### src/rtl/tod_counter_if.sv
// Control, load and time-display signals of tod_counter; the master side drives
// tick/run/mode/load, the slave side (the counter) returns the current time.
interface tod_counter_if;
   logic       tick;
   logic       run;
   logic       mode_12h;
   logic       load;
   logic [7:0] load_hr;
   logic [7:0] load_min;
   logic [7:0] load_sec;
   logic       load_pm;
   logic [7:0] hr;
   logic [7:0] min;
   logic [7:0] sec;
   logic       pm;
   logic       min_tick;
   logic       hr_tick;
   logic       day_tick;
   logic       load_err;

   modport master (
      output tick, run, mode_12h, load, load_hr, load_min, load_sec, load_pm,
      input  hr, min, sec, pm, min_tick, hr_tick, day_tick, load_err
   );

   modport slave (
      input  tick, run, mode_12h, load, load_hr, load_min, load_sec, load_pm,
      output hr, min, sec, pm, min_tick, hr_tick, day_tick, load_err
   );
endinterface

### src/rtl/tod_counter.sv
// BCD time-of-day counter (24-hour internal, 12/24-hour display and load) with prescaler.
// Optional load validation is enabled by defining TOD_LOAD_CHECK_EN.
module tod_counter #(
   parameter int         DIV    = 1,
   parameter logic [7:0] RST_HR = 8'h00
) (
   input logic          clk,
   input logic          reset,
   tod_counter_if.slave bus
);

   localparam logic [15:0] DIV_M1 = 16'(DIV - 1);

   function automatic logic [7:0] bcd_to_bin(input logic [3:0] t, input logic [3:0] u);
      return ({4'd0, t} * 8'd10) + {4'd0, u};
   endfunction

   function automatic logic [7:0] bin_to_bcd(input logic [7:0] b);
      logic [7:0] r;
      logic [3:0] t;
      if (b >= 8'd20) begin
         t = 4'd2;
         r = b - 8'd20;
      end else if (b >= 8'd10) begin
         t = 4'd1;
         r = b - 8'd10;
      end else begin
         t = 4'd0;
         r = b;
      end
      return {t, r[3:0]};
   endfunction

   // 12-hour inputs are folded onto the internal 0..23 hour
   function automatic logic [7:0] load_hour(input logic [7:0] hb, input logic m12, input logic p);
      logic [7:0] r;
      if (!m12) begin
         r = hb;
      end else if (hb == 8'd12) begin
         r = p ? 8'd12 : 8'd0;
      end else if (p) begin
         r = hb + 8'd12;
      end else begin
         r = hb;
      end
      return r;
   endfunction

   function automatic logic [7:0] display_hour(input logic [7:0] hb, input logic m12);
      logic [7:0] r;
      if (!m12) begin
         r = hb;
      end else if (hb == 8'd0) begin
         r = 8'd12;
      end else if (hb >= 8'd13) begin
         r = hb - 8'd12;
      end else begin
         r = hb;
      end
      return r;
   endfunction

`ifdef TOD_LOAD_CHECK_EN
   function automatic logic load_ok(input logic [7:0] h, input logic [7:0] m,
                                    input logic [7:0] s, input logic m12);
      logic       ok;
      logic [7:0] hb;
      hb = bcd_to_bin(h[7:4], h[3:0]);
      ok = (h[7:4] <= 4'd9) && (h[3:0] <= 4'd9) && (m[3:0] <= 4'd9) &&
           (s[3:0] <= 4'd9) && (m[7:4] <= 4'd5) && (s[7:4] <= 4'd5);
      if (m12) begin
         ok = ok && (hb != 8'd0) && (hb <= 8'd12);
      end else begin
         ok = ok && (hb <= 8'd23);
      end
      return ok;
   endfunction
`endif

   logic [3:0]  hr_t_r, hr_u_r, min_t_r, min_u_r, sec_t_r, sec_u_r;
   logic [15:0] presc_r;
   logic        min_tick_r, hr_tick_r, day_tick_r, load_err_r;

   logic [3:0]  adv_hr_t_s, adv_hr_u_s, adv_min_t_s, adv_min_u_s, adv_sec_t_s, adv_sec_u_s;
   logic        sec_wrap_s, min_wrap_s, hr_wrap_s;
   logic [7:0]  ld_hr_s;
   logic        load_ok_s;
   logic [7:0]  cur_hr_bin_s;

   // One-second advance of the stored time with carry and wrap detection
   always_comb begin
      adv_sec_t_s = sec_t_r;
      adv_sec_u_s = sec_u_r;
      adv_min_t_s = min_t_r;
      adv_min_u_s = min_u_r;
      adv_hr_t_s  = hr_t_r;
      adv_hr_u_s  = hr_u_r;
      sec_wrap_s  = 1'b0;
      min_wrap_s  = 1'b0;
      hr_wrap_s   = 1'b0;
      if (sec_u_r >= 4'd9) begin
         adv_sec_u_s = 4'd0;
         if (sec_t_r >= 4'd5) begin
            adv_sec_t_s = 4'd0;
            sec_wrap_s  = 1'b1;
         end else begin
            adv_sec_t_s = sec_t_r + 4'd1;
         end
      end else begin
         adv_sec_u_s = sec_u_r + 4'd1;
      end
      if (sec_wrap_s) begin
         if (min_u_r >= 4'd9) begin
            adv_min_u_s = 4'd0;
            if (min_t_r >= 4'd5) begin
               adv_min_t_s = 4'd0;
               min_wrap_s  = 1'b1;
            end else begin
               adv_min_t_s = min_t_r + 4'd1;
            end
         end else begin
            adv_min_u_s = min_u_r + 4'd1;
         end
      end else begin
         adv_min_u_s = min_u_r;
      end
      if (min_wrap_s) begin
         if ((hr_t_r >= 4'd2) && (hr_u_r >= 4'd3)) begin
            adv_hr_t_s = 4'd0;
            adv_hr_u_s = 4'd0;
            hr_wrap_s  = 1'b1;
         end else if (hr_u_r >= 4'd9) begin
            adv_hr_u_s = 4'd0;
            adv_hr_t_s = hr_t_r + 4'd1;
         end else begin
            adv_hr_u_s = hr_u_r + 4'd1;
         end
      end else begin
         adv_hr_u_s = hr_u_r;
      end
   end

   // Load hour conversion and optional validation
   always_comb begin
      ld_hr_s = bus.load_hr;
      if (bus.mode_12h) begin
         ld_hr_s = bin_to_bcd(load_hour(bcd_to_bin(bus.load_hr[7:4], bus.load_hr[3:0]),
                                        1'b1, bus.load_pm));
      end else begin
         ld_hr_s = bus.load_hr;
      end
`ifdef TOD_LOAD_CHECK_EN
      load_ok_s = load_ok(bus.load_hr, bus.load_min, bus.load_sec, bus.mode_12h);
`else
      load_ok_s = 1'b1;
`endif
   end

   // Time state, prescaler and rollover/error pulses; load outranks advance
   always_ff @(posedge clk or posedge reset) begin
      if (reset) begin
         hr_t_r     <= RST_HR[7:4];
         hr_u_r     <= RST_HR[3:0];
         min_t_r    <= 4'd0;
         min_u_r    <= 4'd0;
         sec_t_r    <= 4'd0;
         sec_u_r    <= 4'd0;
         presc_r    <= 16'd0;
         min_tick_r <= 1'b0;
         hr_tick_r  <= 1'b0;
         day_tick_r <= 1'b0;
         load_err_r <= 1'b0;
      end else begin
         min_tick_r <= 1'b0;
         hr_tick_r  <= 1'b0;
         day_tick_r <= 1'b0;
         load_err_r <= 1'b0;
         if (bus.load) begin
            if (load_ok_s) begin
               hr_t_r  <= ld_hr_s[7:4];
               hr_u_r  <= ld_hr_s[3:0];
               min_t_r <= bus.load_min[7:4];
               min_u_r <= bus.load_min[3:0];
               sec_t_r <= bus.load_sec[7:4];
               sec_u_r <= bus.load_sec[3:0];
               presc_r <= 16'd0;
            end else begin
               load_err_r <= 1'b1;
            end
         end else if (bus.run && bus.tick) begin
            if (presc_r == DIV_M1) begin
               presc_r    <= 16'd0;
               hr_t_r     <= adv_hr_t_s;
               hr_u_r     <= adv_hr_u_s;
               min_t_r    <= adv_min_t_s;
               min_u_r    <= adv_min_u_s;
               sec_t_r    <= adv_sec_t_s;
               sec_u_r    <= adv_sec_u_s;
               min_tick_r <= sec_wrap_s;
               hr_tick_r  <= min_wrap_s;
               day_tick_r <= hr_wrap_s;
            end else begin
               presc_r <= presc_r + 16'd1;
            end
         end else begin
            presc_r <= presc_r;
         end
      end
   end

   // Display decode from stored state and current mode
   always_comb begin
      cur_hr_bin_s = bcd_to_bin(hr_t_r, hr_u_r);
   end

   assign bus.hr       = bin_to_bcd(display_hour(cur_hr_bin_s, bus.mode_12h));
   assign bus.min      = {min_t_r, min_u_r};
   assign bus.sec      = {sec_t_r, sec_u_r};
   assign bus.pm       = (cur_hr_bin_s >= 8'd12);
   assign bus.min_tick = min_tick_r;
   assign bus.hr_tick  = hr_tick_r;
   assign bus.day_tick = day_tick_r;
   assign bus.load_err = load_err_r;

endmodule

### src/flat_wrapper.sv
// flat-port wrapper written by rule: the top's interface ports become plain ports
module tod_counter_flat 
#(
   parameter int         DIV    = 1,
   parameter logic [7:0] RST_HR = 8'h00
)
  (clk, reset, bus_tick, bus_run, bus_mode_12h, bus_load, bus_load_hr, bus_load_min, bus_load_sec, bus_load_pm, bus_hr, bus_min, bus_sec, bus_pm, bus_min_tick, bus_hr_tick, bus_day_tick, bus_load_err);
  tod_counter_if bus_i ();
  input logic clk;
  input logic reset;
  input wire logic [$bits(bus_i.tick)-1:0] bus_tick;
  input wire logic [$bits(bus_i.run)-1:0] bus_run;
  input wire logic [$bits(bus_i.mode_12h)-1:0] bus_mode_12h;
  input wire logic [$bits(bus_i.load)-1:0] bus_load;
  input wire logic [$bits(bus_i.load_hr)-1:0] bus_load_hr;
  input wire logic [$bits(bus_i.load_min)-1:0] bus_load_min;
  input wire logic [$bits(bus_i.load_sec)-1:0] bus_load_sec;
  input wire logic [$bits(bus_i.load_pm)-1:0] bus_load_pm;
  output wire logic [$bits(bus_i.hr)-1:0] bus_hr;
  output wire logic [$bits(bus_i.min)-1:0] bus_min;
  output wire logic [$bits(bus_i.sec)-1:0] bus_sec;
  output wire logic [$bits(bus_i.pm)-1:0] bus_pm;
  output wire logic [$bits(bus_i.min_tick)-1:0] bus_min_tick;
  output wire logic [$bits(bus_i.hr_tick)-1:0] bus_hr_tick;
  output wire logic [$bits(bus_i.day_tick)-1:0] bus_day_tick;
  output wire logic [$bits(bus_i.load_err)-1:0] bus_load_err;
  assign bus_i.tick = bus_tick;
  assign bus_i.run = bus_run;
  assign bus_i.mode_12h = bus_mode_12h;
  assign bus_i.load = bus_load;
  assign bus_i.load_hr = bus_load_hr;
  assign bus_i.load_min = bus_load_min;
  assign bus_i.load_sec = bus_load_sec;
  assign bus_i.load_pm = bus_load_pm;
  assign bus_hr = bus_i.hr;
  assign bus_min = bus_i.min;
  assign bus_sec = bus_i.sec;
  assign bus_pm = bus_i.pm;
  assign bus_min_tick = bus_i.min_tick;
  assign bus_hr_tick = bus_i.hr_tick;
  assign bus_day_tick = bus_i.day_tick;
  assign bus_load_err = bus_i.load_err;
  tod_counter #(.DIV(DIV), .RST_HR(RST_HR)) u_core (.clk(clk), .reset(reset), .bus(bus_i));
endmodule
### config.mk
export PLATFORM = sky130hd
export DESIGN_NAME = tod_counter_flat
export DESIGN_NICKNAME = d
export VERILOG_FILES = /design/src/rtl/tod_counter_if.sv /design/src/rtl/tod_counter.sv /design/src/flat_wrapper.sv
export SDC_FILE = /design/constraint.sdc
export NUM_CORES = 1
export LEC_CHECK = 0
export ABC_AREA = 1
export CORE_ASPECT_RATIO = 0.75
export CORE_MARGIN = 2
export CORE_UTILIZATION = 29
export CTS_BUF_LIST = sky130_fd_sc_hd__clkbuf_2 sky130_fd_sc_hd__clkbuf_4 sky130_fd_sc_hd__clkbuf_8
export DETAILED_ROUTE_END_ITERATION = 8
export PLACE_DENSITY = 0.47
export SLEW_MARGIN = 20
export SYNTH_ARGS = -nofsm -noshare
export SYNTH_HDL_FRONTEND = slang
export SYNTH_SLANG_ARGS = --single-unit
### constraint.sdc
create_clock -name clk -period 4.62 [get_ports clk]
set_input_delay 0.924 -clock clk [delete_from_list [all_inputs] [get_ports clk]]
set_output_delay 0.924 -clock clk [all_outputs]
set_load 0.02 [all_outputs]
==> impl_metrics.ini <==
[detailed_routing]
dr.pass1.iters = 7
drt-total-wl_um = 11100
route.detailed.wl_per_inst_um = 12.9
antenna_left = 0
drc = 0
vias = 4016
drtIter0Drc = 265
via_per_inst = 4.68

[final_layout]
multiInputGateArea_mm2 = 0.00280
n_fill_cell = 1458
diodes = 0
fin_nets = 762
seqCellArea_mm2 = 0.00108
syn_to_final_growth_pct = 27.7
fin_cells = 858
drive_gt1_frac = 0.170
final_cell_area_mm2 = 0.00534

[yosys]
netlist_area_mm2 = 0.00418
synth-seq-cells = 43
synth_area_leaders = dfrtp_1 26%, ha_1 13%, nand2_1 12%
avgSynthCellArea_um2 = 7.01
yosys.area.top_type_share = 0.257
netlist_instances = 597
async_reset_ff_frac = 1.00
synth.largest_area_cell = dfrtp_1
synthFlopType = dfrtp_1
ys.warnings.count = 0
synth-edff-count = 0
synth_cell_types = 48
ys_seq_area_frac = 0.257

[timing]
rsz0062_at_grt = true
setup-tns-final_ns = 0
report.final.hold_viol_count = 0
fin_crit_sh = 0.961
slew-limit-headroom = 0.506
setup_viol = 0
finClkSkew_ns = 0.00692
worstMarginPinSlew_ns = 0.740
fmax_mhz = 225
fin_crit_ns = 4.44
drv_slew = 0
hold_slack_ns = 0.486

[min_path]
min_from = u_core.presc_r[15]$_DFFE_PP0N_
hold_depth = 1
hold_end = u_core.presc_r[15]$_DFFE_PP0N_
min_path_type = reg2reg

[critical_path]
r2r_start = u_core.hr_u_r[0]$_DFFE_PP0P_
path_class = reg2out
crit_chain = ha_1, ha_2, inv_2, fa_2, nor2_4, nand4_1, nand2_4, nand2_4, nor2_4, nand3_2, nand3_2, inv_2, ha_1, and3_1, nand2_1, nand2_2, nand2_2, inv_2, nand2_1, nand2_1, buf_6
cp_max_fo = 5
arrival_ns = 3.51
critPathLaunchType = register
reg2reg_to = u_core.hr_u_r[3]$_DFFE_PP0P_
endpoint_kind = output pin
critPathSlowestCell = fa_2
cp_slowest_stage_delay_ns = 0.45
rrSetupSlack_ns = 2.33
crit_required_ns = 3.70
r2r_cells = 11

[pwr]
ir_drop_uv = 341
leakage_nw = 2.57
p_total_mw = 3.21
power_density_mw_per_mm2 = 600

[global_routing]
antenna_found_initial = 0
use_met1 = 0.228
grtUsageTotal = 0.149
grt_pass1_wl_um = 18800
grt_pass1_vias = 3939
use_met2 = 0.224
met3_usage = 0.0186
grt_max_degree = 44
busiest_layer = met1
grt_overflow = 0

[placed_design]
port_buffers = 56
routabilityCongestion = 0.869
post_dp_cell_area_mm2 = 0.00511
dp_cells = 846
hpwl_um = 8660

[floorplanning]
ioPinCount = 60
die_x_um = 143
die-area_mm2 = 0.0154
die_h_um = 108
coreArea_mm2 = 0.0139
initial_core_util = 0.301
rows = 37

[run_status]
outcome = complete, no violations

[cts]
clkLatencyLatePin_ns = 0.30
cts_buffers = 5
cts-root-buf = clkbuf_8
cts_buffer_depth = 2
clk_pin_slew_ns = 0.08
clock-sinks = 43
htreeDepth = 2
cts_tree = yes

[flow_run]
maxCapViolCount = 0
==> power breakdown <==
group | switching [mW] | leakage, nW | internal, mW
Clock | 0.130 | 0.0491 | 0.118
Combinational | 1.44 | 1.97 | 1.01
Sequential | 0.0747 | 0.551 | 0.434
==> cells by family (layout without fill, tap and decap cells) <==
logic type	after synthesis	in the layout	synth area share
XOR/XNOR	14	14	0.0293
adder cells (fa/ha/maj)	49	49	0.154
buffers and inverters	110	194	0.102
AO/OA/AOI/OAI	82	82	0.122
other	1	3	0.000896
flip-flops	43	43	0.257
AND/OR/NAND/NOR	298	298	0.335
==> layer usage <==
layer | up-vias | part of all wire | routed length, um
met1 | 1834 | 0.54 | 6020
met3 | 10 | 0.032 | 354
met5 | - | 0 | 0
met4 | 0 | 0.0098 | 109
li1 | 2098 | - | -
met2 | 74 | 0.41 | 4600
==> worst max-delay path by stage <==
stage                            startpoint        end  slack (ns)  depth (start not counted)
6_report       u_core.hr_t_r[3]$_DFFE_PP0P_  bus_hr[1]        0.18                         21
5_1_grt        u_core.hr_t_r[3]$_DFFE_PP0P_  bus_hr[1]       -0.07                         23
4_1_cts        u_core.hr_t_r[1]$_DFFE_PP0P_  bus_hr[3]       -0.02                         24
3_5_place_dp   u_core.hr_t_r[1]$_DFFE_PP0P_  bus_hr[3]       -0.05                         21
3_3_place_gp   u_core.hr_t_r[1]$_DFFE_PP0P_  bus_hr[1]        0.02                         24
2_1_floorplan  u_core.hr_t_r[1]$_DFFE_PP0P_  bus_hr[2]        0.42                         21
==> Yosys cell counts (all sizes together) (2+ instances only) <==
cell      n
a21oi    30
a22oi     3
a31oi     6
and3      3
buf       5
clkbuf    5
dfrtp    43
fa        4
ha       45
inv      99
nand2   147
nand3    64
nand4     7
nor2     59
nor3     13
nor4      2
o211ai    6
o21ai    25
o21bai    2
o221ai    2
o22ai     2
xnor2     5
xor2      9
==> layout make-up <==
cell class,count,area share
Clock buffer,7,0.0157
Timing Repair Buffer,86,0.147
Inverter,100,0.0703
Multi-Input combinational cell,446,0.524
Sequential cell,43,0.202
Tap cell,175,0.0410
Clock inverter,1,0.000937
==> state kept, by name, summed over array words and instances, names as in the netlist <==
name                 cells
u_core.presc_r          16
u_core.hr_u_r            4
u_core.sec_t_r           4
u_core.bus.day_tick      1
u_core.bus.hr_tick       1
u_core.min_t_r           4
u_core.bus.min_tick      1
u_core.sec_u_r           4
u_core.hr_t_r            4
u_core.min_u_r           4
==> worst max-delay path: cells and delay by family (launching register included) <==
family / cells / cell delay, ns
adder cells (fa/ha/maj): 4 / 1.11
flip-flops: 1 / 0.40
AND/OR/NAND/NOR: 13 / 1.42
buffers and inverters: 4 / 0.28
==> repair_timing <==
action	CTS	global route
hold buffers	0	0
buffers inserted	1	3
endpoints found under the setup margin	5	5
pin swaps	4	17
gates resized for setup	12	45
==> placed cells by master, fill, tap and decap left out, types with 3 or more instances in the layout <==
cell | synthesis | final
nand2_1 | 130 | 123
inv_1 | 91 | 84
nand3_1 | 58 | 55
nor2_1 | 52 | 51
clkdlybuf4s50_1 | 0 | 51
ha_1 | 45 | 42
dfrtp_1 | 43 | 42
buf_4 | 3 | 29
a21oi_1 | 26 | 26
o21ai_0 | 23 | 23
nand2_2 | 16 | 20
inv_2 | 8 | 14
nor3_1 | 13 | 13
xor2_1 | 9 | 9
nand3_2 | 6 | 9
a31oi_1 | 6 | 6
o211ai_1 | 6 | 6
nand4_1 | 5 | 5
clkbuf_8 | 0 | 5
xnor2_1 | 5 | 4
nor2_4 | 3 | 4
a21oi_2 | 4 | 4
nand2_4 | 1 | 4
buf_6 | 0 | 4
nor2_2 | 3 | 3
and3_1 | 3 | 3
a22oi_1 | 3 | 3
fa_1 | 4 | 3
conb_1 | 1 | 3
==> metrics by stage <==
| stage | util | setup WS, ns |
|---|---|---|
| global placement | 0.368 | 0.0232 |
| finish | 0.385 | 0.182 |
| global route | 0.385 | -0.0664 |
| detailed placement | 0.368 | -0.0516 |
| floorplan | - | 0.417 |
| CTS | 0.375 | -0.0198 |
Note: power is estimated with default switching activity, not from simulation.
